## config.mk

```make
export PLATFORM = sky130hd
export DESIGN_NAME = vector_compress_unit_freq
export DESIGN_NICKNAME = d
export VERILOG_FILES = /design/src/rtl/vector_compress_unit_pkg.sv /design/src/rtl/vector_compress_unit_freq.sv /design/src/rtl/vector_compress_unit.sv
export SDC_FILE = /design/constraint.sdc
export NUM_CORES = 1
export LEC_CHECK = 0
export CAP_MARGIN = 40
export CORE_AREA = 10 10 313 315
export CTS_CLUSTER_SIZE = 25
export DETAILED_ROUTE_END_ITERATION = 12
export DIE_AREA = 0 0 323 325
export PLACE_DENSITY = 0.72
export SYNTH_ARGS = -nofsm -noshare
export SYNTH_HDL_FRONTEND = slang
export SYNTH_SLANG_ARGS = --single-unit
export TNS_END_PERCENT = 1
```

## constraint.sdc

```tcl
create_clock -name clock -period 4.3 [get_ports clock]
set_input_delay 1.075 -clock clock [delete_from_list [all_inputs] [get_ports clock]]
set_output_delay 1.075 -clock clock [all_outputs]
set_load 0.01 [all_outputs]
```

## src/rtl/vector_compress_unit_pkg.sv

```systemverilog
`default_nettype none
// ============================================================================
// Package   : riscv_v_pkg
// Purpose   : Vector architecture constants shared by vector execution units.
// Contents  : VLEN (vector register width in bits).
// Revision  : 1.0 - initial release
// ============================================================================
package riscv_v_pkg;

  localparam int VLEN = 128;

endpackage : riscv_v_pkg

// ============================================================================
// Package   : dragonfang_pkg
// Purpose   : Types, constants and element helpers for vector_compress_unit.
// Contents  : compress_state_t, vsew_e, VLMAX_E8, index widths,
//             element extract/insert and vl clamp functions.
// Revision  : 1.0 - initial release
// ============================================================================
package dragonfang_pkg;

  import riscv_v_pkg::*;

  typedef enum logic [1:0] {
    IDLE = 2'b00,
    RUN  = 2'b01,
    DONE = 2'b10
  } compress_state_t;

  typedef enum logic [1:0] {
    SEW_E8  = 2'b00,
    SEW_E16 = 2'b01,
    SEW_E32 = 2'b10,
    SEW_E64 = 2'b11
  } vsew_e;

  localparam int VLMAX_E8 = VLEN / 8;
  // Element index / vl width: enough for 0..VLMAX_E8 inclusive.
  localparam int VLW      = $clog2(VLMAX_E8) + 1;
  // Bit offset width inside a VLEN-wide register.
  localparam int OFFW     = $clog2(VLEN);

  function automatic logic [63:0] elem_mask(input logic [1:0] sew);
    logic [63:0] m;
    case (sew)
      SEW_E8:  m = 64'h0000_0000_0000_00FF;
      SEW_E16: m = 64'h0000_0000_0000_FFFF;
      SEW_E32: m = 64'h0000_0000_FFFF_FFFF;
      default: m = 64'hFFFF_FFFF_FFFF_FFFF;
    endcase
    return m;
  endfunction

  // Bit offset of element idx. Callers keep idx below VLEN/SEW, so the
  // truncation to OFFW bits never drops a meaningful bit.
  function automatic logic [OFFW-1:0] elem_offset(input logic [1:0]     sew,
                                                  input logic [VLW-1:0] idx);
    logic [OFFW-1:0] base;
    base = OFFW'({idx, 3'b000});
    return base << sew;
  endfunction

  function automatic logic [63:0] elem_extract(input logic [VLEN-1:0] vec,
                                               input logic [1:0]      sew,
                                               input logic [VLW-1:0]  idx);
    logic [VLEN-1:0] sh;
    sh = vec >> elem_offset(sew, idx);
    return sh[63:0] & elem_mask(sew);
  endfunction

  function automatic logic [VLEN-1:0] elem_insert(input logic [VLEN-1:0] vec,
                                                  input logic [1:0]      sew,
                                                  input logic [VLW-1:0]  idx,
                                                  input logic [63:0]     data);
    logic [VLEN-1:0] m;
    logic [VLEN-1:0] d;
    logic [OFFW-1:0] off;
    off = elem_offset(sew, idx);
    m   = {{(VLEN-64){1'b0}}, elem_mask(sew)} << off;
    d   = {{(VLEN-64){1'b0}}, data & elem_mask(sew)} << off;
    return (vec & ~m) | d;
  endfunction

  // VLMAX = VLEN/SEW = VLMAX_E8 >> vsew.
  function automatic logic [VLW-1:0] clamp_vl(input logic [VLW-1:0] vl,
                                              input logic [1:0]     sew);
    logic [VLW-1:0] vlmax;
    vlmax = VLW'(VLMAX_E8) >> sew;
    return (vl > vlmax) ? vlmax : vl;
  endfunction

endpackage : dragonfang_pkg
`default_nettype wire

```

## src/rtl/vector_compress_unit_freq.sv

```systemverilog
`default_nettype none
// ============================================================================
// Module    : vector_compress_unit_freq
// Purpose   : Timing-characterisation shell: every input and output of
//             vector_compress_unit passes through a register stage, so the
//             core's paths are bounded by flops on both sides. Adds one
//             cycle of latency on the way in and one on the way out.
// Ports     : identical in name and meaning to vector_compress_unit.
// Revision  : 1.0 - initial release
// ============================================================================
module vector_compress_unit_freq
  import riscv_v_pkg::*;
  import dragonfang_pkg::*;
(
  input  logic            clock,
  input  logic            reset_n,
  input  logic            start,
  input  logic [1:0]      vsew,
  input  logic [VLW-1:0]  vl,
  input  logic [VLEN-1:0] vs2,
  input  logic [VLEN-1:0] vs1,
  input  logic [VLEN-1:0] vd_old,
  output logic            busy,
  output logic            done,
  output logic [VLEN-1:0] vd
);

  logic            in_start;
  logic [1:0]      in_vsew;
  logic [VLW-1:0]  in_vl;
  logic [VLEN-1:0] in_vs2;
  logic [VLEN-1:0] in_vs1;
  logic [VLEN-1:0] in_vd_old;

  logic            core_busy;
  logic            core_done;
  logic [VLEN-1:0] core_vd;

  always_ff @(posedge clock or negedge reset_n) begin
    if (!reset_n) begin
      in_start  <= 1'b0;
      in_vsew   <= '0;
      in_vl     <= '0;
      in_vs2    <= '0;
      in_vs1    <= '0;
      in_vd_old <= '0;
      busy      <= 1'b0;
      done      <= 1'b0;
      vd        <= '0;
    end else begin
      in_start  <= start;
      in_vsew   <= vsew;
      in_vl     <= vl;
      in_vs2    <= vs2;
      in_vs1    <= vs1;
      in_vd_old <= vd_old;
      busy      <= core_busy;
      done      <= core_done;
      vd        <= core_vd;
    end
  end

  vector_compress_unit u_core (
    .clock   (clock),
    .reset_n (reset_n),
    .start   (in_start),
    .vsew    (in_vsew),
    .vl      (in_vl),
    .vs2     (in_vs2),
    .vs1     (in_vs1),
    .vd_old  (in_vd_old),
    .busy    (core_busy),
    .done    (core_done),
    .vd      (core_vd)
  );

endmodule : vector_compress_unit_freq
`default_nettype wire

```

## src/rtl/vector_compress_unit.sv

```systemverilog
`default_nettype none
// ============================================================================
// Module    : vector_compress_unit
// Purpose   : vcompress.vm - packs mask-selected elements of vs2 into the low
//             elements of vd, one source element per cycle; elements above
//             the packed count keep vd_old (tail-undisturbed).
// Ports     : clock   - clock, all state on rising edge
//             reset_n - asynchronous active-low reset
//             start   - one-cycle request, sampled in IDLE only
//             vsew    - element width (00=e8 01=e16 10=e32 11=e64)
//             vl      - active element count (clamped to VLEN/SEW)
//             vs2     - source elements
//             vs1     - selection mask, bit i selects element i
//             vd_old  - prior destination contents
//             busy    - high in RUN and DONE
//             done    - one-cycle pulse, vd valid
//             vd      - packed result, held until the next done
// Revision  : 1.0 - initial release
// ============================================================================
module vector_compress_unit
  import riscv_v_pkg::*;
  import dragonfang_pkg::*;
(
  input  logic            clock,
  input  logic            reset_n,
  input  logic            start,
  input  logic [1:0]      vsew,
  input  logic [VLW-1:0]  vl,
  input  logic [VLEN-1:0] vs2,
  input  logic [VLEN-1:0] vs1,
  input  logic [VLEN-1:0] vd_old,
  output logic            busy,
  output logic            done,
  output logic [VLEN-1:0] vd
);

  compress_state_t state;
  compress_state_t state_nxt;

  logic [VLEN-1:0] cap_vs2;
  logic [VLEN-1:0] cap_vs1;
  logic [1:0]      cap_sew;
  logic [VLW-1:0]  cap_vl;
  logic [VLEN-1:0] work;      // result under construction, seeded with vd_old
  logic [VLW-1:0]  rd_idx;
  logic [VLW-1:0]  wr_idx;

  logic [VLW-1:0]  vl_clamped;
  logic [OFFW-1:0] rd_bit;
  logic            sel;
  logic            last;
  logic [VLEN-1:0] work_ins;

  assign vl_clamped = clamp_vl(vl, vsew);
  assign rd_bit     = OFFW'(rd_idx);
  assign sel        = cap_vs1[rd_bit];
  assign last       = (rd_idx + VLW'(1)) == cap_vl;
  assign work_ins   = elem_insert(work, cap_sew, wr_idx,
                                  elem_extract(cap_vs2, cap_sew, rd_idx));

  // --------------------------------------------------------------------------
  // FSM: state register
  // --------------------------------------------------------------------------
  always_ff @(posedge clock or negedge reset_n) begin
    if (!reset_n) begin
      state <= IDLE;
    end else begin
      state <= state_nxt;
    end
  end

  // --------------------------------------------------------------------------
  // FSM: next-state logic
  // --------------------------------------------------------------------------
  always_comb begin
    state_nxt = state;
    case (state)
      IDLE: begin
        if (start) begin
          // Nothing to scan: result is vd_old, report it next cycle.
          state_nxt = (vl_clamped == '0) ? DONE : RUN;
        end
      end
      RUN: begin
        if (last) begin
          state_nxt = DONE;
        end
      end
      DONE:    state_nxt = IDLE;
      default: state_nxt = IDLE;
    endcase
  end

  // --------------------------------------------------------------------------
  // FSM: outputs
  // --------------------------------------------------------------------------
  always_comb begin
    busy = (state == RUN) || (state == DONE);
    done = (state == DONE);
  end

  // --------------------------------------------------------------------------
  // Datapath: capture, per-element compress, result publication
  // --------------------------------------------------------------------------
  always_ff @(posedge clock or negedge reset_n) begin
    if (!reset_n) begin
      cap_vs2 <= '0;
      cap_vs1 <= '0;
      cap_sew <= '0;
      cap_vl  <= '0;
      work    <= '0;
      rd_idx  <= '0;
      wr_idx  <= '0;
      vd      <= '0;
    end else begin
      case (state)
        IDLE: begin
          if (start) begin
            cap_vs2 <= vs2;
            cap_vs1 <= vs1;
            cap_sew <= vsew;
            cap_vl  <= vl_clamped;
            work    <= vd_old;
            rd_idx  <= '0;
            wr_idx  <= '0;
            if (vl_clamped == '0) begin
              vd <= vd_old;
            end
          end
        end
        RUN: begin
          rd_idx <= rd_idx + VLW'(1);
          if (sel) begin
            work   <= work_ins;
            wr_idx <= wr_idx + VLW'(1);
          end
          // The final element lands directly in vd so done can follow next cycle.
          if (last) begin
            vd <= sel ? work_ins : work;
          end
        end
        default: begin
        end
      endcase
    end
  end

endmodule : vector_compress_unit
`default_nettype wire

```

==> results.cfg, run 1 <==
[cts]
clk_latency_ps = 690
cts_made_buffers = 91
clkTransAtPathRegs_ps = 70
cts_resized = 0
cts_tree = done
clk_path_buf_depth = 3
clockRootBuffer = clkbuf_16
cts_hold_buf = 0
cts_sinks = 860
postCtsSetupBuffers = 0
htree_num_levels = 3

[cells_and_area]
layout_commonest_cell = dfrtp_1
area_delta_synth_final_pct = 27.16
fin_util_pct = 50.46
fillers = 7986
layout-drive-gt1-share_pct = 17.73
layout.cells.non_filler = 4900
num-nets-final = 4040
final_cell_mix = dfrtp_1 (857), clkdlybuf4s50_1 (426), nand2_1 (322), mux2_2 (218), o21ai_0 (210)

[die]
die_y_um = 325
rows = 111
core_um2 = 91390
dieArea_um2 = 105000
initial_core_util_pct = 39.68
die-width_um = 323
io_pins = 524

[worst_setup_path]
critPathKind = reg2reg
required_ps = 4900
arrival_ps = 4700
start_kind = register
end_kind = register
path_max_fanout = 19

[outcome]
status = finished, final reports clean

[global_route]
grt_util_met1_pct = 31.19
grt_pass1_wl_um = 188500
antenna_found_initial = 4
grtUsageMet2_pct = 37.81
grt_pass1_vias = 28284
gr-total-overflow = 0
grt_max_degree = 160
grt-busiest-layer = met2
grt.total_usage_pct = 23.91
use_met3_pct = 4.964

[drt]
drc = 0
drt_wl_total_um = 128600
ant_nets = 0
vias = 28380
vias_per_cell = 5.792
drt_iter0_drc = 2929
firstDrtPassIters = 6
routedWlPerCell_um = 26.24

[sta]
slew_violations = 0
min_period_ps = 4106
finalHoldViolCount = 0
finalSetupViolCount = 0
period_share_pct = 95.48
slew_headroom_pct = 32.47
fin_skew_ps = 36.36
tns_ps = 0
tightest_slew_ps = 1013
rsz0062_at_grt = no
fmax_mhz = 243.6

[power]
ir_drop_mv = 0.5496
total_power_mw = 38.53
leakage_nw = 19.41
p_per_area_nw_per_um2 = 835.6

[logic_synthesis]
postSynthAreaPerCell_um2 = 11.58
syn-num-nets = 3535
async_flop_share_pct = 100.0
synth-edff-count = 0
syn_inst = 3132
ys_warn_count = 0
synth_top_flop_cell = dfrtp_1
synth-seq-cells = 860
ys_types = 87
yosysSeqAreaShare_pct = 59.35
synthesis.area_um2 = 36260

[place]
portBuffers = 427
place_congestion = 0.9745
placed_cells = 4730
dp_hpwl_um = 95340

[run]
cap_violations = 0

[hold_path]
min_path_type = reg2reg
==> critical path: stages (launching register included) <==
cell	delay, ps
dfrtp_1	720
buf_4	330
mux2i_1	120
buf_4	160
o21a_1	490
nand2_1	160
buf_4	210
o32ai_1	810
o31ai_1	230
o211ai_1	230
a221oi_1	140
buf_4	170
o31ai_1	230
==> power by group <==
part           switching, mW  internal (mW)  total (mW)
clock network           3.26           4.67        7.93
logic                   9.96           7.32        17.3
registers               2.46           10.9        13.3
==> cell usage after synthesis, drive strengths merged, types with 34 or more instances <==
cell,number,area [µm²]
dfrtp,860,21520
nand2,330,1259
o21ai,222,1115
mux2,218,2455
nor2,188,713.2
clkbuf,155,581.8
a21oi,139,695.7
mux2i,91,914.6
buf,75,421.7
o31ai,62,465.5
nand3,59,300.3
a31oi,54,337.8
a22oi,47,352.8
o22ai,47,294.0
o221ai,45,394.1
o211ai,44,345.3
inv,34,127.6
==> path summary, 6_finish.rpt <==
check                      slack [ps]  cells after the start             start                 end
setup / recovery                  190                     12  u_core.rd_idx[2]     u_core.work[94]
hold / removal                    370                      0     u_core.vd[24]              vd[24]
setup reg to reg                  190                     12  u_core.rd_idx[2]     u_core.work[94]
hold reg to reg                   370                      0     u_core.vd[24]              vd[24]
max in group asynchronous        2830                      2           reset_n  u_core.cap_vs2[32]
min in group asynchronous         390                      1           reset_n              vd[86]
==> cells by family (layout without fill, tap and decap cells) <==
kind of cell / after synthesis / after routing / share of synthesized area (%)
xor+xnor: 8 / 8 / 0.2312
mux: 326 / 326 / 10.35
flops: 860 / 860 / 59.35
compound gates: 924 / 924 / 17.47
other cells: 0 / 3 / 0
fa+ha+maj: 9 / 9 / 0.3105
buf+inv: 267 / 846 / 3.150
simple gates: 738 / 738 / 9.147
==> sequential cells by signal (all words and copies together) (netlist names) <==
signal / count
in_vd_old: 128
in_vs2: 128
u_core.cap_vs2: 128
u_core.vd: 128
u_core.work: 128
vd: 128
in_vs1: 32
u_core.cap_vs1: 32
in_vl: 5
u_core.cap_vl: 5
u_core.rd_idx: 5
u_core.wr_idx: 4
in_vsew: 2
u_core.cap_sew: 2
u_core.state: 2
busy: 1
done: 1
in_start: 1
==> routing by layer <==
| metal | vias up | share of wire [%] |
|---|---|---|
| li1 | 12514 | - |
| met1 | 14247 | 40 |
| met2 | 1385 | 47 |
| met3 | 234 | 8.5 |
| met4 | 0 | 4.8 |
| met5 | - | 0 |
==> layout make-up <==
class | count | area, µm² | area share (%)
clock buffer | 123 | 2509 | 5.440
antenna | 3 | 7.507 | 0.01628
inverter | 37 | 138.9 | 0.3012
multi-input combinational | 2005 | 13680 | 29.67
sequential | 860 | 21520 | 46.68
tap | 1186 | 1484 | 3.218
timing repair buffer | 642 | 6226 | 13.50
clock inverter | 44 | 541.8 | 1.175
==> per-stage QoR <==
step	area [µm²]	worst slack, ps	hold slack (ps)
after floorplan	36260	1239	348.8
after global placement	43000	461.6	354.0
after detailed placement	43050	403.5	357.5
after CTS	46100	357.5	367.7
after global routing	46110	105.9	374.8
final	46110	194.5	365.3
Power figures use the tool's default switching activity.
==> inputs of run 2 (changes only) <==
--- a/config.mk
+++ b/config.mk
@@ -7,8 +7,9 @@
 export LEC_CHECK = 0
 export CAP_MARGIN = 40
-export CORE_AREA = 10 10 313 315
+export CORE_AREA = 3 3 306 308
 export CTS_CLUSTER_SIZE = 25
 export DETAILED_ROUTE_END_ITERATION = 12
-export DIE_AREA = 0 0 323 325
+export DIE_AREA = 0 0 309 311
+export MAX_ROUTING_LAYER = met4
 export PLACE_DENSITY = 0.72
 export SYNTH_ARGS = -nofsm -noshare
==> constraint.sdc (replaced) <==
create_clock -name clock -period 4.3 [get_ports clock]
set_input_delay 0.86 -clock clock [delete_from_list [all_inputs] [get_ports clock]]
set_output_delay 0.86 -clock clock [all_outputs]
set_load 0.01 [all_outputs]
==> run 2 against run 1 <==
Count of clock-buffer cells in the layout grew 6. Flip-flop and latch count unchanged. Critical path depth is 1 lower. Clock skew barely moved. Sequential share of layout area grew 0.082 points. Wire length decreased by 1.2%. Maximum frequency increased by 2.7%. Sequential power hardly changed. Die area decreased by 8.5%. Via count is 0.35% higher. Critical path type unchanged.
==> results.cfg, run 2 (synthesis gave the netlist of run 1 again) <==
[outcome]
status = finished, final reports clean

[die]
die-width_um = 309
initial_core_util_pct = 39.68
die_y_um = 311
dieArea_um2 = 96100
io_pins = 524
core_um2 = 91390
rows = 111

[cts]
clk_latency_ps = 670
htree_num_levels = 3
cts_hold_buf = 0
cts_made_buffers = 87
clockRootBuffer = clkbuf_16
cts_sinks = 860
cts_resized = 0
clkTransAtPathRegs_ps = 70
clk_path_buf_depth = 3
postCtsSetupBuffers = 0
cts_tree = done

[sta]
min_period_ps = 3997
finalHoldViolCount = 0
fmax_mhz = 250.2
fin_skew_ps = 36.04
slew_violations = 0
period_share_pct = 92.94
slew_headroom_pct = 27.59
rsz0062_at_grt = no
tightest_slew_ps = 1086
tns_ps = 0
finalSetupViolCount = 0

[global_route]
grt_max_degree = 170
grt_pass1_wl_um = 188100
gr-total-overflow = 0
grt.total_usage_pct = 26.97
antenna_found_initial = 8
grt_pass1_vias = 28271

[power]
ir_drop_mv = 0.4031
p_per_area_nw_per_um2 = 833.7
leakage_nw = 19.36

[worst_setup_path]
required_ps = 4880
start_kind = register
path_max_fanout = 20
critPathKind = reg2reg
end_kind = register
arrival_ps = 4580

[drt]
drt_wl_total_um = 127000
firstDrtPassIters = 8
drc = 0
routedWlPerCell_um = 25.98
vias_per_cell = 5.824
vias = 28479
ant_nets = 0
drt_iter0_drc = 3212

[cells_and_area]
layout-drive-gt1-share_pct = 17.78
num-nets-final = 4033
area_delta_synth_final_pct = 26.94
fin_util_pct = 50.37
final_cell_mix = dfrtp_1 (857), clkdlybuf4s50_1 (426), nand2_1 (322), mux2_2 (218), o21ai_0 (210)
layout_commonest_cell = dfrtp_1

[hold_path]
min_path_type = in2async

[place]
dp_hpwl_um = 93450
place_congestion = 1.014
portBuffers = 427

[run]
cap_violations = 0
==> run 2: changes by cell type in the layout (fill, tap and decap cells not counted), sizes merged <==
cell / before / now
bufinv: 9 / 6
clkbuf: 123 / 129
buf: 216 / 213
clkinv: 31 / 18
diode: 3 / 4
inv: 38 / 40
==> run 2: power by group <==
group | total (mW) | internal, mW | switching, mW | leakage (nW)
Sequential | 13.4 | 10.8 | 2.57 | 10.1
Clock | 7.92 | 4.69 | 3.23 | 1.51
Combinational | 17.0 | 7.18 | 9.85 | 7.71
Total | 38.4 | 22.7 | 15.7 | 19.4
==> run 2: area by class of cell <==
cell class,count,area (µm²)
Fill cell,8005,45350
Sequential cell,860,21520
Multi-Input combinational cell,2005,13680
Timing Repair Buffer,639,6133
Clock buffer,129,2668
Tap cell,1186,1484
Clock inverter,30,391.6
Inverter,37,138.9
Antenna cell,4,10.01
==> run 2: path summary, 6_finish.rpt <==
kind,startpoint,endpoint,slack [ps],cells after the start
hold / removal,reset_n,u_core.vd[83],280,1
min in group clock,u_core.vd[56],vd[56],370,0
setup / recovery,u_core.cap_sew[0],u_core.vd[63],300,11
setup reg to reg,u_core.cap_sew[0],u_core.vd[63],300,11
hold reg to reg,u_core.vd[56],vd[56],370,0
max in group asynchronous,reset_n,u_core.cap_vs1[21],2950,2
==> run 2: stage by stage <==
stage	cells	hold WS [ps]	setup WS [ps]	instance area, µm²	total power [mW]
after floorplan	3132	348.8	1239	36260	21.92
after global placement	4722	354.7	432.0	42900	29.81
after detailed placement	4725	356.6	448.1	42950	30.20
after CTS	4884	288.5	433.0	46010	38.24
after global routing	4890	309.5	193.8	46030	40.26
final	4890	279.3	303.5	46030	38.38
==> run 2: critical path, cell delays in order (launching register included) <==
cell and delay, ps:
dfrtp_1 800, buf_4 280, buf_4 250, or2_2 260, o22ai_1 110, a221o_1 360
o21ai_0 660, a21o_1 270, a222oi_1 130, buf_4 200, or3_1 390, a31oi_1 200
==> run 2: metal layers <==
metal	global-route usage (%)	vias up	wire length, µm
met5	-	-	0
met4	11.07	0	6024
met3	4.901	265	10080
met2	41.63	1414	59440
met1	35.22	14291	51470
li1	-	12509	-
